<file path="src/rtl/branch_cmp_arbiter.sv">
// Round-robin arbiter that shares one branch comparator between branch resolution
// (requester 0) and the ALU set-less-than path (requester 1).
module branch_cmp_arbiter #(
  parameter int XLEN = 32
) (
  input  logic            clk,
  input  logic            rst_n,
  input  logic            req0_valid,
  output logic            req0_ready,
  input  logic [XLEN-1:0] req0_a,
  input  logic [XLEN-1:0] req0_b,
  input  logic [2:0]      req0_funct3,
  input  logic            req1_valid,
  output logic            req1_ready,
  input  logic [XLEN-1:0] req1_a,
  input  logic [XLEN-1:0] req1_b,
  input  logic [2:0]      req1_funct3,
  output logic [XLEN-1:0] cmp_operand1,
  output logic [XLEN-1:0] cmp_operand2,
  output logic            cmp_BrUn,
  input  logic            cmp_BrEq,
  input  logic            cmp_BrLT,
  output logic            rsp0_valid,
  input  logic            rsp0_ready,
  output logic            rsp1_valid,
  input  logic            rsp1_ready,
  output logic            rsp_result,
  output logic            rsp_illegal
);

  typedef enum logic [1:0] {IDLE, CMP, RESP} state_t;

  state_t            state_q, state_d;
  logic              rr_ptr_q, rr_ptr_d;
  logic              owner_q, owner_d;
  logic [XLEN-1:0]   a_q, a_d;
  logic [XLEN-1:0]   b_q, b_d;
  logic [2:0]        funct3_q, funct3_d;
  logic              result_q, result_d;
  logic              illegal_q, illegal_d;
  logic              rsp0_valid_q, rsp0_valid_d;
  logic              rsp1_valid_q, rsp1_valid_d;

  logic grant0, grant1;
  logic dec_result, dec_illegal;

  // Ready is combinational but suppressed while reset is asserted.
  always_comb begin
    grant0     = req0_valid && (!req1_valid || !rr_ptr_q);
    grant1     = req1_valid && (!req0_valid ||  rr_ptr_q);
    req0_ready = rst_n && (state_q == IDLE) && grant0;
    req1_ready = rst_n && (state_q == IDLE) && grant1;
  end

  always_comb begin
    dec_result  = 1'b0;
    dec_illegal = 1'b0;
    case (funct3_q)
      3'b000:         dec_result  = cmp_BrEq;
      3'b001:         dec_result  = ~cmp_BrEq;
      3'b100, 3'b110: dec_result  = cmp_BrLT;
      3'b101, 3'b111: dec_result  = ~cmp_BrLT;
      default:        dec_illegal = 1'b1;
    endcase
  end

  always_comb begin
    state_d   = state_q;
    rr_ptr_d  = rr_ptr_q;
    owner_d   = owner_q;
    a_d       = a_q;
    b_d       = b_q;
    funct3_d  = funct3_q;
    result_d  = result_q;
    illegal_d = illegal_q;
    case (state_q)
      IDLE: begin
        if (req0_ready) begin
          a_d      = req0_a;
          b_d      = req0_b;
          funct3_d = req0_funct3;
          owner_d  = 1'b0;
          rr_ptr_d = 1'b1;
          state_d  = CMP;
        end else if (req1_ready) begin
          a_d      = req1_a;
          b_d      = req1_b;
          funct3_d = req1_funct3;
          owner_d  = 1'b1;
          rr_ptr_d = 1'b0;
          state_d  = CMP;
        end
      end
      CMP: begin
        result_d  = dec_result;
        illegal_d = dec_illegal;
        state_d   = RESP;
      end
      RESP: begin
        if (owner_q ? rsp1_ready : rsp0_ready) state_d = IDLE;
      end
      default: state_d = IDLE;
    endcase
    rsp0_valid_d = (state_d == RESP) && !owner_d;
    rsp1_valid_d = (state_d == RESP) &&  owner_d;
  end

  always_ff @(posedge clk) begin
    if (!rst_n) begin
      state_q      <= IDLE;
      rr_ptr_q     <= 1'b0;
      owner_q      <= 1'b0;
      a_q          <= '0;
      b_q          <= '0;
      funct3_q     <= 3'b000;
      result_q     <= 1'b0;
      illegal_q    <= 1'b0;
      rsp0_valid_q <= 1'b0;
      rsp1_valid_q <= 1'b0;
    end else begin
      state_q      <= state_d;
      rr_ptr_q     <= rr_ptr_d;
      owner_q      <= owner_d;
      a_q          <= a_d;
      b_q          <= b_d;
      funct3_q     <= funct3_d;
      result_q     <= result_d;
      illegal_q    <= illegal_d;
      rsp0_valid_q <= rsp0_valid_d;
      rsp1_valid_q <= rsp1_valid_d;
    end
  end

  assign cmp_operand1 = a_q;
  assign cmp_operand2 = b_q;
  assign cmp_BrUn     = funct3_q[2] & funct3_q[1];
  assign rsp0_valid   = rsp0_valid_q;
  assign rsp1_valid   = rsp1_valid_q;
  assign rsp_result   = result_q;
  assign rsp_illegal  = illegal_q;

endmodule

</file>
<file path="config.mk">
export PLATFORM = sky130hd
export DESIGN_NAME = branch_cmp_arbiter
export DESIGN_NICKNAME = d
export VERILOG_FILES = /design/src/rtl/branch_cmp_arbiter.sv
export SDC_FILE = /design/constraint.sdc
export NUM_CORES = 1
export LEC_CHECK = 0
export CAP_MARGIN = 25
export CELL_PAD_IN_SITES_DETAIL_PLACEMENT = 1
export CELL_PAD_IN_SITES_GLOBAL_PLACEMENT = 2
export CORE_MARGIN = 2
export CORE_UTILIZATION = 18
export CTS_CLUSTER_DIAMETER = 120
export DETAILED_ROUTE_END_ITERATION = 6
export PLACE_DENSITY = 0.71
export SLEW_MARGIN = 30
export SYNTH_ARGS = -nofsm -noshare
export SYNTH_HDL_FRONTEND = slang
export SYNTH_SLANG_ARGS = --single-unit
export TNS_END_PERCENT = 1
</file>
<file path="constraint.sdc">
create_clock -name clk -period 1.4 [get_ports clk]
set_input_delay 0.21 -clock clk [delete_from_list [all_inputs] [get_ports clk]]
set_output_delay 0.21 -clock clk [all_outputs]
set_load 0.005 [all_outputs]
</file>
==> results.md <==
- Sw power: about 2.1 mW
- Worst min-delay path class: in2reg
- Internal cell power: between 4 and 5 mW
- Clk pwr share: 33.8%
- Top-count cell post-synth: dfxtp_1
- Area grow syn2layout: 88.3%
- CTS tree: done
- Core region area: ~0.020 mm^2
- Final hold vios: 0
- Worst setup EP type: flop
- Comb power frac: between 30 and 40%
- Switching Fraction: around 30%
- PortBufs: 212
- DR vias: around 4500
- Hold wc startpoint: rst_n
- Syn nets: 575
- DRT iter0 DRCs: 96
- Setup TNS: -13.25 ns
- Post-synth top flop: dfxtp_1
- Maximum vdd drop: 523 uV
- Worst skew pair latency: 0.34 ns
- Clk root buf: clkbuf_16
- Nets: 789
- Sequential cell area fraction in the yosys report: 40.2%
- Final Skew: 0.00610 ns
- Met1 Wirelength: between 7000 and 8000 um
- Vias in the first global route: about 4700
- Setup violators final: 70
- Ranking of synthesized cells by area: dfxtp_1 40%, a311oi_1 11%, a21oi_1 9.4%, nand3_1 9.0%, a311oi_2 8.0%
- Post-synth top cells: 75 x dfxtp_1, 70 x a21oi_1, 67 x nand3_1
- GRT Total Usage: 15.2%
- Avg WL per Cell: a little under 20 um
- EDFF count, synth: 0
- Crit path kind: reg2reg
- Clock buffer depth: 2
- #FFs+latches synth: 75
- Worst R2R Path Depth: 5
- Synth top area share: around 40%
- Antenna diode count: 0
- Sequential power share: a little over a third
- Outcome: complete, but fails checks
- Worst Hold Depth: 4
- Initial antenna violation count: 1
- Worst path required time: roughly 1.6 ns
- Initial Util: between 10% and 20%
- Asr flop ratio synth: 0%
- Hold Path End: owner_q
- Fmax: between 600 and 700 MHz
- Avg Cell Area, Syn: between 8 and 9 um^2
- Routed wl met3: between 1000 and 1500 um
- Reg2Reg Capture Point: cmp_operand1[8]
- Fillcell total: roughly 2400
- Violated checks: negative setup slack
- Fin crit share: 118%
- Worst Max-Slew Pin Slew: roughly 0.48 ns
- Tot Pwr: 7.06 mW
- Placed Area: roughly 0.0063 mm^2
- Worst setup margin: -0.250 ns
- Clock Sinks: between 70 and 80
- Drt first pass iters: 4
- Worst slew margin: between 60 and 70%
- Die Span Y: ~150 um
- Area occupied by multi-input gates: 0.00206 mm^2
- Max-cap check violation count: 0
- Die area: approximately 0.022 mm^2
- Pin count of the biggest net entering global routing: 48
- Largest fanout on the critical path: 20
- Clock buffer count from CTS: 9
- Fraction of layout cells with a size suffix above 1: between 10% and 20%
- Distinct cells, synth: 32
- Residual DRC count: 0
- Die width: about 150 um
- Slew Limit Fails: 0
- First-pass GRT wire length: approximately 26000 um
- Dpl ws: -0.554 ns
- Routability cong.: between 0.7 and 0.8
- DR top layer: met5
- Hpwl dp: 11900 um
- R2R Path Start: state_q[1]
- Post-DRT Antenna Nets: 0
- DRT Wirelength: roughly 18000 um
- Num ports: 213
- Pwr Density: slightly above 1000 mW/mm^2
- Yosys top cell by area: dfxtp_1
- CP Launch Type: flop
- Tmin final: ~1.7 ns
- Sequential standard cell area: between 0.0015 and 0.002 mm^2
- Core Rows: 52
- Yosys warning count: 0
- CP arrival: ~1.9 ns
- Met2 wire length: 8770 um
- Leak Pwr: between 2 and 3 nW
- Synth Cell Area: 0.00373 mm^2
- RSZ-0062 raised after global routing: true
- CTS clk-pin slew, worst paths: 0.06 ns
- Ratio of routed vias to standard cells: about 4.9
- Total gr overflow: 0
- Design area: between 0.007 and 0.008 mm^2
- H-tree levels: 3
- Mapped Cells: between 400 and 500
- FF-to-FF setup slack: -0.25 ns
-- flip-flops by register name, summed over array words and instances, names as in the netlist --
name,count
cmp_operand1,32
cmp_operand2,32
funct3_q,3
owner_q,1
rr_ptr_q,1
rsp0_valid,1
rsp1_valid,1
rsp_illegal,1
rsp_result,1
state_q,2
-- cells in the final DEF (no fill, tap or decap), types with 2 or more instances in the layout --
master,netlist,routed
o21ai_0,39,38
buf_4,4,21
a311oi_1,47,29
nor2_1,2,2
a21oi_1,70,70
dlygate4sd2_1,0,64
a311oi_2,20,38
nand2b_1,2,2
o21ai_1,30,31
clkdlybuf4s50_1,0,139
clkinvlp_4,0,3
buf_6,5,6
inv_2,1,2
xor2_1,2,2
nand3_1,67,67
dfxtp_1,75,60
nor2b_1,2,2
dfxtp_2,0,13
buf_12,0,16
clkbuf_16,0,17
dlymetal6s2s_1,0,7
dfxtp_4,0,2
-- power groups by stage --
stage / logic, mW / registers, mW / clock network [mW]
global placement: 2.00 / 2.51 / 0
CTS: 1.95 / 2.48 / 2.50
detailed placement: 2.03 / 2.52 / 0
finish: 2.20 / 2.47 / 2.39
global route: 2.37 / 2.50 / 2.58
floorplan: 0.856 / 2.52 / 0
-- worst max-delay path by stage --
stage	slack (ns)	start	cells after the start	endpoint
final	-0.25	state_q[1]	5	cmp_operand1[8]
after global routing	-0.33	state_q[1]	5	cmp_operand1[0]
after CTS	-0.22	state_q[1]	7	cmp_operand2[11]
after detailed placement	-0.55	req1_valid	5	cmp_operand1[1]
after global placement	-0.47	rst_n	4	req1_ready
after floorplan	-0.03	state_q[0]	5	cmp_operand1[26]
-- layer usage --
metal  global-route usage [%]  vias to the layer above
li1                         -                     2104
met4                     4.57                        2
met2                     25.9                      163
met1                     18.2                     2200
met5                        0                        -
met3                     4.85                       22
-- through the flow --
stage | std cells | hold slack (ns) | util [%]
after floorplan | 433 | 0.343 | -
after global placement | 889 | 0.462 | 31.0
after detailed placement | 889 | 0.474 | 31.0
after CTS | 908 | 0.435 | 32.4
after global routing | 922 | 0.389 | 34.6
final | 922 | 0.371 | 34.6
-- timing repair --
| item | in CTS | in global routing |
|---|---|---|
| hold buffers | 0 | 0 |
| endpoints found under the setup margin | 138 | 76 |
| gates cloned | 0 | 10 |
| resized for setup | 91 | 40 |
| buffers inserted | 3 | 4 |
| pin swaps | 14 | 14 |
-- worst max-delay path: stages, from the launching register on --
cell and delay [ns]:
dfxtp_4 0.35, buf_4 0.14, or3b_4 0.40, buf_4 0.22
o21ai_0 0.27, a311oi_2 0.14
-- layout make-up --
class	instances	area share [%]
repair buffers	262	39.9
multi-input cells	297	29.3
clock inverters	6	0.944
flip-flops and latches	75	21.7
well taps	270	4.81
clock buffers	10	3.26
inverters	2	0.107
-- cells by family after synthesis --
group | count (synthesis) | share of synthesized area [%]
xor+xnor | 2 | 0.470
compound gates | 210 | 38.8
mux | 1 | 0.268
simple gates | 84 | 11.8
buf+inv | 61 | 8.42
flops | 75 | 40.2
Power figures use the tool's default switching activity.
